--- src/rtl/sram_like_pkg.sv ---
// Shared encodings, strobe decoder and response record for the SRAM-like bus bridge.
package sram_like_pkg;

  localparam logic [1:0] SZ_BYTE = 2'd0;
  localparam logic [1:0] SZ_HALF = 2'd1;
  localparam logic [1:0] SZ_WORD = 2'd2;

  typedef struct packed {
    logic        wr;
    logic [31:0] rdata;
  } resp_t;

  // Returns {size, addr[1:0]}; unsupported strobe patterns fall back to a byte at offset 0.
  function automatic logic [3:0] sel_to_size_off(input logic [3:0] sel);
    logic [3:0] r;
    case (sel)
      4'b0001: r = {SZ_BYTE, 2'd0};
      4'b0010: r = {SZ_BYTE, 2'd1};
      4'b0100: r = {SZ_BYTE, 2'd2};
      4'b1000: r = {SZ_BYTE, 2'd3};
      4'b0011: r = {SZ_HALF, 2'd0};
      4'b1100: r = {SZ_HALF, 2'd2};
      4'b1111: r = {SZ_WORD, 2'd0};
      4'b0111: r = {SZ_WORD, 2'd0};
      4'b1110: r = {SZ_WORD, 2'd1};
      default: r = {SZ_BYTE, 2'd0};
    endcase
    return r;
  endfunction

endpackage

--- src/rtl/sram_like_tag_fifo.sv ---
// Small FIFO of 1-bit tags remembering whether each outstanding bus transaction is a write.
module sram_like_tag_fifo #(
  parameter int DEPTH = 2,
  localparam int CW = $clog2(DEPTH + 1)
) (
  input  logic          clk,
  input  logic          reset,
  input  logic          push,
  input  logic          push_data,
  input  logic          pop,
  output logic          head,
  output logic [CW-1:0] count,
  output logic          full
);

  localparam int PW = (DEPTH > 1) ? $clog2(DEPTH) : 1;
  localparam logic [PW-1:0] LAST = PW'(DEPTH - 1);
  localparam logic [CW-1:0] FULL_CNT = CW'(DEPTH);

  logic [DEPTH-1:0] slot;
  logic [PW-1:0]    wptr_reg;
  logic [PW-1:0]    rptr_reg;
  logic [CW-1:0]    cnt_reg;
  logic             do_push;
  logic             do_pop;

  assign do_pop  = pop && (cnt_reg != '0);
  assign do_push = push && (!full || do_pop);
  assign full    = (cnt_reg == FULL_CNT);
  assign count   = cnt_reg;
  assign head    = slot[rptr_reg];

  generate
    for (genvar gi = 0; gi < DEPTH; gi++) begin : g_slot
      logic tag_reg;
      always_ff @(posedge clk) begin
        if (reset) begin
          tag_reg <= 1'b0;
        end else if (do_push && (wptr_reg == PW'(gi))) begin
          tag_reg <= push_data;
        end
      end
      assign slot[gi] = tag_reg;
    end
  endgenerate

  always_ff @(posedge clk) begin
    if (reset) begin
      wptr_reg <= '0;
      rptr_reg <= '0;
      cnt_reg  <= '0;
    end else begin
      if (do_push) wptr_reg <= (wptr_reg == LAST) ? '0 : wptr_reg + PW'(1);
      if (do_pop)  rptr_reg <= (rptr_reg == LAST) ? '0 : rptr_reg + PW'(1);
      if (do_push && !do_pop)      cnt_reg <= cnt_reg + CW'(1);
      else if (!do_push && do_pop) cnt_reg <= cnt_reg - CW'(1);
    end
  end

endmodule

--- src/rtl/sram_like_bridge.sv ---
// CPU-to-SRAM-like bus master with a one-entry hold register and up to MAX_OUT outstanding transactions.
// Build macros: SRAM_LIKE_BYPASS_EN (zero-latency CPU-to-bus path), SRAM_LIKE_BRIDGE_ASSERT (protocol check).
module sram_like_bridge
  import sram_like_pkg::*;
#(
  parameter int ADDR_W  = 32,
  parameter int MAX_OUT = 2
) (
  input  logic              clk,
  input  logic              reset,
  input  logic              cpu_valid,
  output logic              cpu_ready,
  input  logic              cpu_wr,
  input  logic [3:0]        cpu_sel,
  input  logic [ADDR_W-1:0] cpu_addr,
  input  logic [31:0]       cpu_wdata,
  output logic              resp_valid,
  output logic              resp_wr,
  output logic [31:0]       resp_rdata,
  output logic              req,
  output logic              wr,
  output logic [1:0]        size,
  output logic [ADDR_W-1:0] addr,
  output logic [31:0]       wdata,
  input  logic              addr_ok,
  input  logic              data_ok,
  input  logic [31:0]       rdata
);

  localparam int CW  = $clog2(MAX_OUT + 1);
  localparam int CW1 = CW + 1;
  localparam logic [CW:0] MAX_V = CW1'(MAX_OUT);

  logic              hold_v_reg;
  logic              hold_wr_reg;
  logic [1:0]        hold_size_reg;
  logic [ADDR_W-1:0] hold_addr_reg;
  logic [31:0]       hold_wdata_reg;
  logic              resp_valid_reg;
  resp_t             resp_reg;

  logic [CW-1:0]     out_cnt;
  logic              fifo_full;
  logic              head_wr;
  logic [3:0]        enc;
  logic [ADDR_W-1:0] cpu_bus_addr;
  logic              cnt_ok;
  logic              accept;
  logic              direct;
  logic              issue;
  logic              pop;
  logic              unused_addr_lo;

  assign enc            = sel_to_size_off(cpu_sel);
  assign cpu_bus_addr   = {cpu_addr[ADDR_W-1:2], enc[1:0]};
  assign unused_addr_lo = ^cpu_addr[1:0];

  // A held entry already reserves a slot, so it counts against MAX_OUT.
  assign cnt_ok    = !fifo_full && (({1'b0, out_cnt} + CW1'(hold_v_reg)) < MAX_V);
  // While holding, req is 1, so req && addr_ok reduces to addr_ok (keeps req out of this path).
  assign cpu_ready = (!hold_v_reg || addr_ok) && cnt_ok;
  assign accept    = cpu_valid && cpu_ready;

`ifdef SRAM_LIKE_BYPASS_EN
  assign direct = accept && !hold_v_reg;
`else
  assign direct = 1'b0;
`endif

  assign req   = hold_v_reg || direct;
  assign wr    = hold_v_reg ? hold_wr_reg : (direct && cpu_wr);
  assign size  = direct ? enc[3:2] : hold_size_reg;
  assign addr  = direct ? cpu_bus_addr : hold_addr_reg;
  assign wdata = direct ? cpu_wdata : hold_wdata_reg;
  assign issue = req && addr_ok;
  assign pop   = data_ok && (out_cnt != '0);

  // Fields are always captured so they keep their last value once req drops.
  always_ff @(posedge clk) begin
    if (reset) begin
      hold_v_reg     <= 1'b0;
      hold_wr_reg    <= 1'b0;
      hold_size_reg  <= 2'd0;
      hold_addr_reg  <= '0;
      hold_wdata_reg <= 32'd0;
    end else if (accept) begin
      hold_v_reg     <= !(direct && addr_ok);
      hold_wr_reg    <= cpu_wr;
      hold_size_reg  <= enc[3:2];
      hold_addr_reg  <= cpu_bus_addr;
      hold_wdata_reg <= cpu_wdata;
    end else if (issue) begin
      hold_v_reg <= 1'b0;
    end
  end

  sram_like_tag_fifo #(.DEPTH(MAX_OUT)) u_tag_fifo (
    .clk       (clk),
    .reset     (reset),
    .push      (issue),
    .push_data (wr),
    .pop       (pop),
    .head      (head_wr),
    .count     (out_cnt),
    .full      (fifo_full)
  );

  always_ff @(posedge clk) begin
    if (reset) begin
      resp_valid_reg <= 1'b0;
      resp_reg       <= '0;
    end else begin
      resp_valid_reg <= pop;
      resp_reg.wr    <= pop && head_wr;
      resp_reg.rdata <= (pop && !head_wr) ? rdata : 32'd0;
    end
  end

  assign resp_valid = resp_valid_reg;
  assign resp_wr    = resp_reg.wr;
  assign resp_rdata = resp_reg.rdata;

`ifdef SRAM_LIKE_BRIDGE_ASSERT
  always_ff @(posedge clk) begin
    if (!reset) begin
      assert (!(data_ok && (out_cnt == '0)))
        else $error("sram_like_bridge: data_ok with no outstanding transaction");
    end
  end
`endif

endmodule
--- config.mk ---
export PLATFORM = sky130hd
export DESIGN_NAME = sram_like_bridge
export DESIGN_NICKNAME = d
export VERILOG_FILES = /design/src/rtl/sram_like_pkg.sv /design/src/rtl/sram_like_tag_fifo.sv /design/src/rtl/sram_like_bridge.sv
export SDC_FILE = /design/constraint.sdc
export NUM_CORES = 1
export LEC_CHECK = 0
export ABC_AREA = 1
export BUFFER_PORTS_ARGS = -buffer_cell sky130_fd_sc_hd__buf_2
export CAP_MARGIN = 5
export CORE_MARGIN = 2
export CORE_UTILIZATION = 35
export CTS_CLUSTER_DIAMETER = 120
export CTS_CLUSTER_SIZE = 8
export DETAILED_ROUTE_END_ITERATION = 6
export HOLD_SLACK_MARGIN = 0.15
export PLACE_DENSITY = 0.66
export SLEW_MARGIN = 20
export SYNTH_ARGS = -nofsm -noshare
export SYNTH_HDL_FRONTEND = slang
export SYNTH_SLANG_ARGS = --single-unit
--- constraint.sdc ---
create_clock -name clk -period 1.7 [get_ports clk]
set_input_delay 0 -clock clk [delete_from_list [all_inputs] [get_ports clk]]
set_output_delay 0 -clock clk [all_outputs]
set_load 0.1 [all_outputs]
==> flow_summary.ini <==
[global_routing]
track_usage_pct = 18.4
grt_start_max_net_pins = 40
grt_pass1_vias = 4109
grt_pass1_wl_mm = 19.1
gr-total-overflow = 0
grt_antenna_before_repair = 0

[floorplanning]
die_h_um = 113
ios = 209
row_count = 39
initial_utilization_pct = 36.1
core_um2 = 11500
die_area_um2 = 12700
dieWidth_um = 113

[cells_and_area]
fillers = 1028
fin_area_um2 = 6760
area_delta_synth_final_pct = 63.0
final_common_cell = buf_2
drive_above_1_share_pct = 26.0
insertedDiodeCount = 0
nNetsFinal = 1030
final_cell_mix = buf_2 (206), nor2_1 (177), nand2_1 (162)

[setup_path]
r2r_slack_ps = 170
critPathLaunchType = flip-flop
r2r-end = u_tag_fifo.wptr_reg
r2r_cells = 6
crit_path_end_kind = flip-flop
path_class = reg -> reg
cp.required_ps = 1930
worstPathArrival_ps = 1760
worstPathMaxFanout = 4
r2r_start = u_tag_fifo.count[0]

[run]
drv_cap = 0

[timing]
hold_ws_ps = 401
rsz0062_at_grt = no
period_needed_ps = 1530
skew_ps = 9.49
slew_viol_final = 0
relSlewSlack_pct = 65.8
hold_viol = 0
setup-violations-final = 0
tightestPinTransition_ps = 516
period_share_pct = 89.7
max_freq_ghz = 0.656

[logic_synthesis]
yosysSeqAreaShare_pct = 52.2
synth_fp_nets = 716
ys_types = 19
syn_area_um2 = 4140
synthCells = 609
ys_warn_count = 0
syn_area_per_cell_um2 = 6.80
ys_ff_latch = 108

[cts]
htreeDepth = 3
path_clk_slew_ps = 70
cts_root_buf = clkbuf_16
cts_made_buffers = 9
cts_sinks = 108
cts_tree = built
worst_skew_pair.late_latency_ps = 340
cts_max_path_buffers = 2

[place]
place_area_um2 = 5330
dpl.hpwl_mm = 6.97
port_buffers = 206
place.gp.congestion = 0.747

[min_path]
hold_path_depth = 4
hp-start = cpu_wdata[16]
hold_end = wdata[16]
min_path_type = in -> reg

[route]
drtPass1Iterations = 4
post_drt_wl_per_cell_um = 10.8
drc = 0
routed_wirelength_mm = 11.6
ant_nets = 0
vias_per_cell = 4.04
drt-initial-drc-count = 201
vias = 4322

[outcome]
status = finished clean

[power]
ir_drop_mv = 0.967
power_leakage_uw = 0.00388
power.density_nw_per_um2 = 1650
## cell type report
| cell class | instances | area (um^2) | area share [%] |
|---|---|---|---|
| clock buffers | 11 | 243 | 3.59 |
| well taps | 143 | 179 | 2.65 |
| multi-input cells | 359 | 1400 | 20.8 |
| flip-flops and latches | 108 | 2170 | 32.1 |
| inverters | 118 | 443 | 6.56 |
| repair buffers | 327 | 2260 | 33.5 |
| clock inverters | 5 | 58.8 | 0.870 |
## metal layers
| layer | GRT usage, % | wire length [um] |
|---|---|---|
| met4 | 6.26 | 182 |
| met2 | 32.7 | 5670 |
| met1 | 21.2 | 4920 |
| met3 | 5.30 | 782 |
| met5 | 0 | 0 |
## where the power goes
part	leakage [uW]	internal, uW	switching, uW
Clock	0.000142	1190	932
Sequential	0.000889	3020	225
Combinational	0.00285	1160	4610
## cells in the mapped netlist, drive strengths merged
cell type  number  area, um^2
o21ai           5        25.0
xor2            1        8.76
inv           118         443
nand3b          1        7.51
nor2          179         682
clkbuf          7        26.3
a21oi           2        10.0
nand2         165         622
buf            17         120
dfxtp         108        2160
ha              1        12.5
nand3           5        25.0
## how the worst max path moves through the flow
stage                   startpoint             endpoint  slack [ps]  depth (start not counted)
2_1_floorplan                  req              addr[1]        -140                          8
3_3_place_gp   u_tag_fifo.count[0]  u_tag_fifo.count[1]         300                          9
3_5_place_dp   u_tag_fifo.count[0]  u_tag_fifo.count[1]         280                         10
4_1_cts        u_tag_fifo.count[0]             addr[25]         110                          7
5_1_grt        u_tag_fifo.count[0]              size[1]          40                          8
6_report       u_tag_fifo.count[0]  u_tag_fifo.wptr_reg         170                          6
## what timing repair did
item / 4_1_cts / 5_1_grt
hold buffers: 110 / 0
setup buffers: 0 / 3
setup endpoints to repair: 0 / 1
gates resized for setup: 0 / 0
hold endpoints to repair: 105 / 0
## critical path, stage by stage (launching register included)
cell	delay [ps]
dfxtp_1	400
inv_1	90
nand3b_1	140
nand2_1	90
dlygate4sd3_1	580
nand2_1	60
a21oi_1	50
## kinds of logic after synthesis
group,count (synthesis),share of synthesized area (%)
fa+ha+maj,1,0.302
buf+inv,142,14.2
compound gates,7,0.845
simple gates,350,32.2
flops,108,52.2
xor+xnor,1,0.211
## metrics by stage
stage,worst slack (ps),power (uW),setup TNS (ps),cells,utilization (%)
6_report,175,11100,0,1071,58.9
2_1_floorplan,-138,8010,-9090,609,-
4_1_cts,108,11200,0,1068,58.7
3_5_place_dp,285,8810,0,942,46.5
3_3_place_gp,304,8780,0,942,46.5
5_1_grt,38.9,11800,0,1071,58.9
No activity file was read; power rests on OpenSTA's default activity.
